==> src/rtl/fft_adc_slave.sv <==
`default_nettype none
// ============================================================================
//  Module   : fft_adc_slave
//  Purpose  : Emulates a serial ADC slave. A 16-bit parallel sample is loaded
//             into a pending buffer and shifted out MSB first on SCL falling
//             edges after a configurable null bit, framed by an active-low CS.
//  Revision : 1.0  initial release
// ============================================================================
module fft_adc_slave #(
    parameter int NULL_EDGE   = 5,
    parameter int SYNC_STAGES = 2
) (
    input  logic        iCLK,
    input  logic        iRESET,
    input  logic        iLOAD,
    input  logic [15:0] iDATA,
    input  logic        iADC_CS,
    input  logic        iADC_SCL,
    output logic        oADC_DATA,
    output logic        oADC_OE,
    output logic        oBUSY,
    output logic        oDONE,
    output logic        oABORT
);

    typedef enum logic [2:0] {
        ST_IDLE   = 3'd0,
        ST_SAMPLE = 3'd1,
        ST_NULLB  = 3'd2,
        ST_SHIFT  = 3'd3,
        ST_TAIL   = 3'd4
    } state_t;

    // Falling-edge number carrying the null bit, and the edge after the LSB.
    localparam logic [4:0] c_null_edge = 5'(NULL_EDGE);
    localparam logic [4:0] c_last_edge = 5'(NULL_EDGE + 17);

    // Bits [SYNC_STAGES-1:0] are the synchronizer chain (bit 0 newest);
    // bit SYNC_STAGES holds the previous synchronized sample for edge detection.
    logic [SYNC_STAGES:0] cs_sync_q,  cs_sync_d;
    logic [SYNC_STAGES:0] scl_sync_q, scl_sync_d;

    state_t      state_q, state_d;
    logic [15:0] pend_q,  pend_d;
    logic [15:0] sh_q,    sh_d;
    logic [4:0]  cnt_q,   cnt_d;
    logic        oe_q,    oe_d;
    logic        data_q,  data_d;
    logic        busy_q,  busy_d;
    logic        done_q,  done_d;
    logic        abort_q, abort_d;

    logic        cs_fall;
    logic        cs_rise;
    logic        scl_fall;
    logic [4:0]  cnt_inc;

    // Synchronizer next-state: shift the raw pins into the chains.
    always_comb begin
        cs_sync_d  = {cs_sync_q[SYNC_STAGES-1:0],  iADC_CS};
        scl_sync_d = {scl_sync_q[SYNC_STAGES-1:0], iADC_SCL};
    end

    // Synchronizer registers; idle level of both lines is high.
    always_ff @(posedge iCLK or negedge iRESET) begin
        if (!iRESET) begin
            cs_sync_q  <= '1;
            scl_sync_q <= '1;
        end else begin
            cs_sync_q  <= cs_sync_d;
            scl_sync_q <= scl_sync_d;
        end
    end

    assign cs_fall  =  cs_sync_q[SYNC_STAGES]  & ~cs_sync_q[SYNC_STAGES-1];
    assign cs_rise  = ~cs_sync_q[SYNC_STAGES]  &  cs_sync_q[SYNC_STAGES-1];
    assign scl_fall =  scl_sync_q[SYNC_STAGES] & ~scl_sync_q[SYNC_STAGES-1];

    // Falling-edge counter saturates instead of wrapping.
    assign cnt_inc = (cnt_q == 5'd31) ? cnt_q : (cnt_q + 5'd1);

    // Frame sequencer: next state, datapath and registered output values.
    always_comb begin
        state_d = state_q;
        pend_d  = iLOAD ? iDATA : pend_q;
        sh_d    = sh_q;
        cnt_d   = cnt_q;
        oe_d    = oe_q;
        data_d  = data_q;
        busy_d  = busy_q;
        done_d  = 1'b0;
        abort_d = 1'b0;

        case (state_q)
            ST_IDLE: begin
                // Capture uses the buffer as it was before any same-cycle load.
                if (cs_fall) begin
                    state_d = ST_SAMPLE;
                    sh_d    = pend_q;
                    cnt_d   = 5'd0;
                    busy_d  = 1'b1;
                    oe_d    = 1'b0;
                    data_d  = 1'b0;
                end
            end

            ST_SAMPLE, ST_NULLB, ST_SHIFT: begin
                if (cs_rise) begin
                    state_d = ST_IDLE;
                    oe_d    = 1'b0;
                    data_d  = 1'b0;
                    busy_d  = 1'b0;
                    abort_d = 1'b1;
                end else if (scl_fall) begin
                    cnt_d = cnt_inc;
                    if (state_q == ST_SAMPLE) begin
                        if (cnt_inc == c_null_edge) begin
                            state_d = ST_NULLB;
                            oe_d    = 1'b1;
                            data_d  = 1'b0;
                        end
                    end else if (state_q == ST_NULLB) begin
                        state_d = ST_SHIFT;
                        data_d  = sh_q[15];
                        sh_d    = {sh_q[14:0], 1'b0};
                    end else if (cnt_inc == c_last_edge) begin
                        state_d = ST_TAIL;
                        oe_d    = 1'b0;
                        data_d  = 1'b0;
                        done_d  = 1'b1;
                    end else begin
                        data_d  = sh_q[15];
                        sh_d    = {sh_q[14:0], 1'b0};
                    end
                end
            end

            ST_TAIL: begin
                if (cs_rise) begin
                    state_d = ST_IDLE;
                    busy_d  = 1'b0;
                end
            end

            default: begin
                state_d = ST_IDLE;
                oe_d    = 1'b0;
                data_d  = 1'b0;
                busy_d  = 1'b0;
            end
        endcase
    end

    // Sequencer and datapath registers.
    always_ff @(posedge iCLK or negedge iRESET) begin
        if (!iRESET) begin
            state_q <= ST_IDLE;
            pend_q  <= 16'h0000;
            sh_q    <= 16'h0000;
            cnt_q   <= 5'd0;
            oe_q    <= 1'b0;
            data_q  <= 1'b0;
            busy_q  <= 1'b0;
            done_q  <= 1'b0;
            abort_q <= 1'b0;
        end else begin
            state_q <= state_d;
            pend_q  <= pend_d;
            sh_q    <= sh_d;
            cnt_q   <= cnt_d;
            oe_q    <= oe_d;
            data_q  <= data_d;
            busy_q  <= busy_d;
            done_q  <= done_d;
            abort_q <= abort_d;
        end
    end

    assign oADC_DATA = data_q;
    assign oADC_OE   = oe_q;
    assign oBUSY     = busy_q;
    assign oDONE     = done_q;
    assign oABORT    = abort_q;

endmodule
`default_nettype wire

==> config.mk <==
export PLATFORM = sky130hd
export DESIGN_NAME = fft_adc_slave
export DESIGN_NICKNAME = d
export VERILOG_FILES = /design/src/rtl/fft_adc_slave.sv
export SDC_FILE = /design/constraint.sdc
export NUM_CORES = 1
export LEC_CHECK = 0
export CAP_MARGIN = 5
export CORE_ASPECT_RATIO = 2
export CORE_MARGIN = 3
export CORE_UTILIZATION = 56
export CTS_CLUSTER_DIAMETER = 100
export DETAILED_ROUTE_END_ITERATION = 16
export GPL_TIMING_DRIVEN = 0
export PLACE_DENSITY = 0.79
export SETUP_SLACK_MARGIN = 0.5
export SLEW_MARGIN = 30
export SYNTH_ARGS = -nofsm -noshare
export SYNTH_HDL_FRONTEND = slang
export SYNTH_SLANG_ARGS = --single-unit
export TNS_END_PERCENT = 10
==> constraint.sdc <==
create_clock -name iCLK -period 2.15 [get_ports iCLK]
set_input_delay 0.43 -clock iCLK [delete_from_list [all_inputs] [get_ports iCLK]]
set_output_delay 0.43 -clock iCLK [all_outputs]
set_load 0.02 [all_outputs]
==> results.cfg <==
[pwr]
total_leakage_power_nw = 1.219
power.density_nw_per_um2 = 1103
ir_drop_mv = 0.8313
power_mw = 3.288

[routing]
drtPass1Iterations = 4
drcViolationCount = 0
wire_per_inst_um = 16.41
vias_per_cell = 5.717
m1WireLength_mm = 1.772
vias = 1715
wl_met2_mm = 2.799
drtAntennaViolNets = 0
routed-wl-met3_um = 168
drt-initial-drc-count = 58
highest-signal-layer = met4
routed_wl_mm = 4.922

[timing]
finalSetupViolCount = 0
hold_viol = 0
finClkSkew_ns = 0.006578
rsz0062_at_grt = true
max_freq_mhz = 542.2
drv_slew = 0
setup_tns_ns = 0
hold_slack_ns = 0.1357
min_period_ns = 1.844
tightest_slew_ns = 0.6250
period_share = 0.8579
max_slew_margin = 0.5834

[logic_synthesis]
synth_cells = 206
synthMuxAreaShare = 0.1477
synth-compound-area-share = 0.1472
async_reset_ff_frac = 1.000
synth-simple-area-share = 0.1248
yosys-top-cells-area = dfrtp_1, mux2_2, mux2i_1
synth_seq_area_share = 0.5335
ys.flop_type = dfrtp_1
synth_edf_count = 0
synth.distinct_cells = 45
ys_seq_elements = 51
yosys.area.top_type = dfrtp_1
syn_nets = 230
synth_top_area_frac = 0.4680
synth_fa_ha_area_frac = 0.01560
syn_area_per_cell_um2 = 11.68
synth_area_um2 = 2406
yosysWarnings = 0
synth_top_family_by_area = multiplexers
synth_xor_area_frac = 0

[grt]
grt.total_usage = 0.2198
antenna_found_initial = 0
grt_overflow_total = 0
grt_pass1_wl_mm = 8.424
grt_pass1_vias = 1832
grt_max_degree = 52

[worst_setup_path]
reg2reg_depth = 5
ff2ff_setup_slack_ns = 0.31
required_ns = 2.34
crit_chain = or3b_4 > o21a_1 > o21ai_4 > nand3_2 > mux2_4
cp_slowest_cell = dfstp_2
crit_path_start_kind = flip-flop
worstPathMaxFanout = 7
reg2reg_from = cs_sync_q[2]
path_delay_family = flip-flops
timing_worst_setup_path_type = reg2reg
max_stage_delay_ns = 0.54
cp_num_buf_inv = 0
arrival_ns = 2.04
r2r-end = cnt_q[0]
cp-end-kind = flip-flop

[clock_tree]
tritoncts = yes
clockBufferDepth = 2
cts_sinks = 51
htreeDepth = 2
cts.reportedPaths.clkPinSlew_ns = 0.09
insertion_delay_ns = 0.30
cts_buffers = 5
cts_root_buffer = clkbuf_8

[floorplan]
core-area_um2 = 4129
rows = 33
pin_count = 26
initial_utilization = 0.5827
die_h_um = 98.70
fp.dieArea_um2 = 5167
die_x_um = 52.35

[final_layout]
nets = 271
n_antenna_cell = 0
stdcell_area_um2 = 2980
nFillCells = 298
final_cell_mix = dfrtp_1, nand2_1, clkdlybuf4s50_1, o21ai_0
layout-drive-gt1-share = 0.2823
layout_commonest_cell = dfrtp_1
area_growth_syn_to_layout_pct = 23.87

[placed_design]
dp_hpwl_mm = 3.327
placed_cell_area_um2 = 2715
port_buffers = 24
place.gp.congestion = 0.8212

[run]
drv_cap = 0

[worst_hold_path]
holdCritPathClass = in2async

[run_status]
status = finished, final reports clean
==> what timing repair did <==
item / in CTS / in global routing
setup endpoints to repair: 32 / 32
gates cloned: 1 / 0
gates resized for setup: 17 / 7
endpoints found under the hold margin: 0 / 0
hold buffers: 0 / 0
pin swaps: 3 / 6
setup buffers: 6 / 3
==> synth_stat cells, types with 2 or more instances <==
cell / n
ha_1: 3
nor2_1: 9
a22o_1: 2
nand2b_1: 4
nor2b_1: 4
o211ai_1: 2
clkbuf_1: 3
and3_1: 2
o21ai_0: 21
nor3_1: 2
a31oi_1: 4
a21oi_1: 3
mux2_2: 16
inv_1: 4
dfrtp_1: 45
dfstp_2: 6
nand2_1: 25
o21a_1: 2
mux2i_1: 16
nand3_1: 2
buf_2: 5
nand3b_1: 3
==> logic make-up (layout without fill, tap and decap cells) <==
family          Yosys count  count (layout)
mux                      33              33
simple gates             58              58
fa+ha+maj                 3               3
flops                    51              51
compound gates           46              47
buf+inv                  15              56
==> final cells by class <==
type | count | area (um^2) | area share
Multi-Input combinational cell | 141 | 1131 | 0.3795
Clock buffer | 7 | 76.32 | 0.02561
Sequential cell | 51 | 1285 | 0.4311
Timing Repair Buffer | 33 | 325.3 | 0.1092
Tap cell | 52 | 65.06 | 0.02183
Inverter | 4 | 15.01 | 0.005038
Clock inverter | 1 | 5.005 | 0.001679
Buffer | 11 | 77.57 | 0.02603
==> worst register-to-register path, delay by kind of cell, from the launching register on <==
| kind | cells | cell delay (ns) |
|---|---|---|
| AO/OA/AOI/OAI | 2 | 0.37 |
| flip-flops | 1 | 0.54 |
| multiplexers | 1 | 0.31 |
| AND/OR/NAND/NOR | 2 | 0.53 |
==> stage by stage <==
step / utilization / setup WS (ns) / std cells
detailed placement: 0.6576 / 0.006634 / 282
global route: 0.7218 / 0.2317 / 300
global placement: 0.6582 / -0.8033 / 282
CTS: 0.7073 / 0.2966 / 297
floorplan: - / 0.3718 / 206
finish: 0.7218 / 0.3055 / 300
==> routing by layer <==
layer	GRT usage	vias up
li1	-	819
met1	0.2321	830
met2	0.3793	50
met3	0.04539	16
met4	0.1339	0
met5	0	-
==> registers in the layout, summed over array words and instances (netlist names) <==
signal      count
pend_q         16
cs_sync_q       3
oDONE           1
state_q         3
oADC_DATA       1
scl_sync_q      3
oABORT          1
sh_q           16
cnt_q           5
oBUSY           1
oADC_OE         1
==> how the worst max path moves through the flow <==
stage,from,depth (start not counted),end
6_report,cs_sync_q[2],5,cnt_q[0]
5_1_grt,cnt_q[0],7,sh_q[6]
4_1_cts,cs_sync_q[2],5,oADC_OE
3_5_place_dp,cnt_q[0],6,sh_q[4]
3_3_place_gp,iRESET,1,pend_q[13]
2_1_floorplan,cs_sync_q[2],5,cnt_q[0]
==> power breakdown <==
part,switching [mW],internal [mW]
logic,0.679,0.685
registers,0.180,1.22
clock network,0.298,0.229
total,1.16,2.13
No activity file was read; power rests on OpenSTA's default activity.
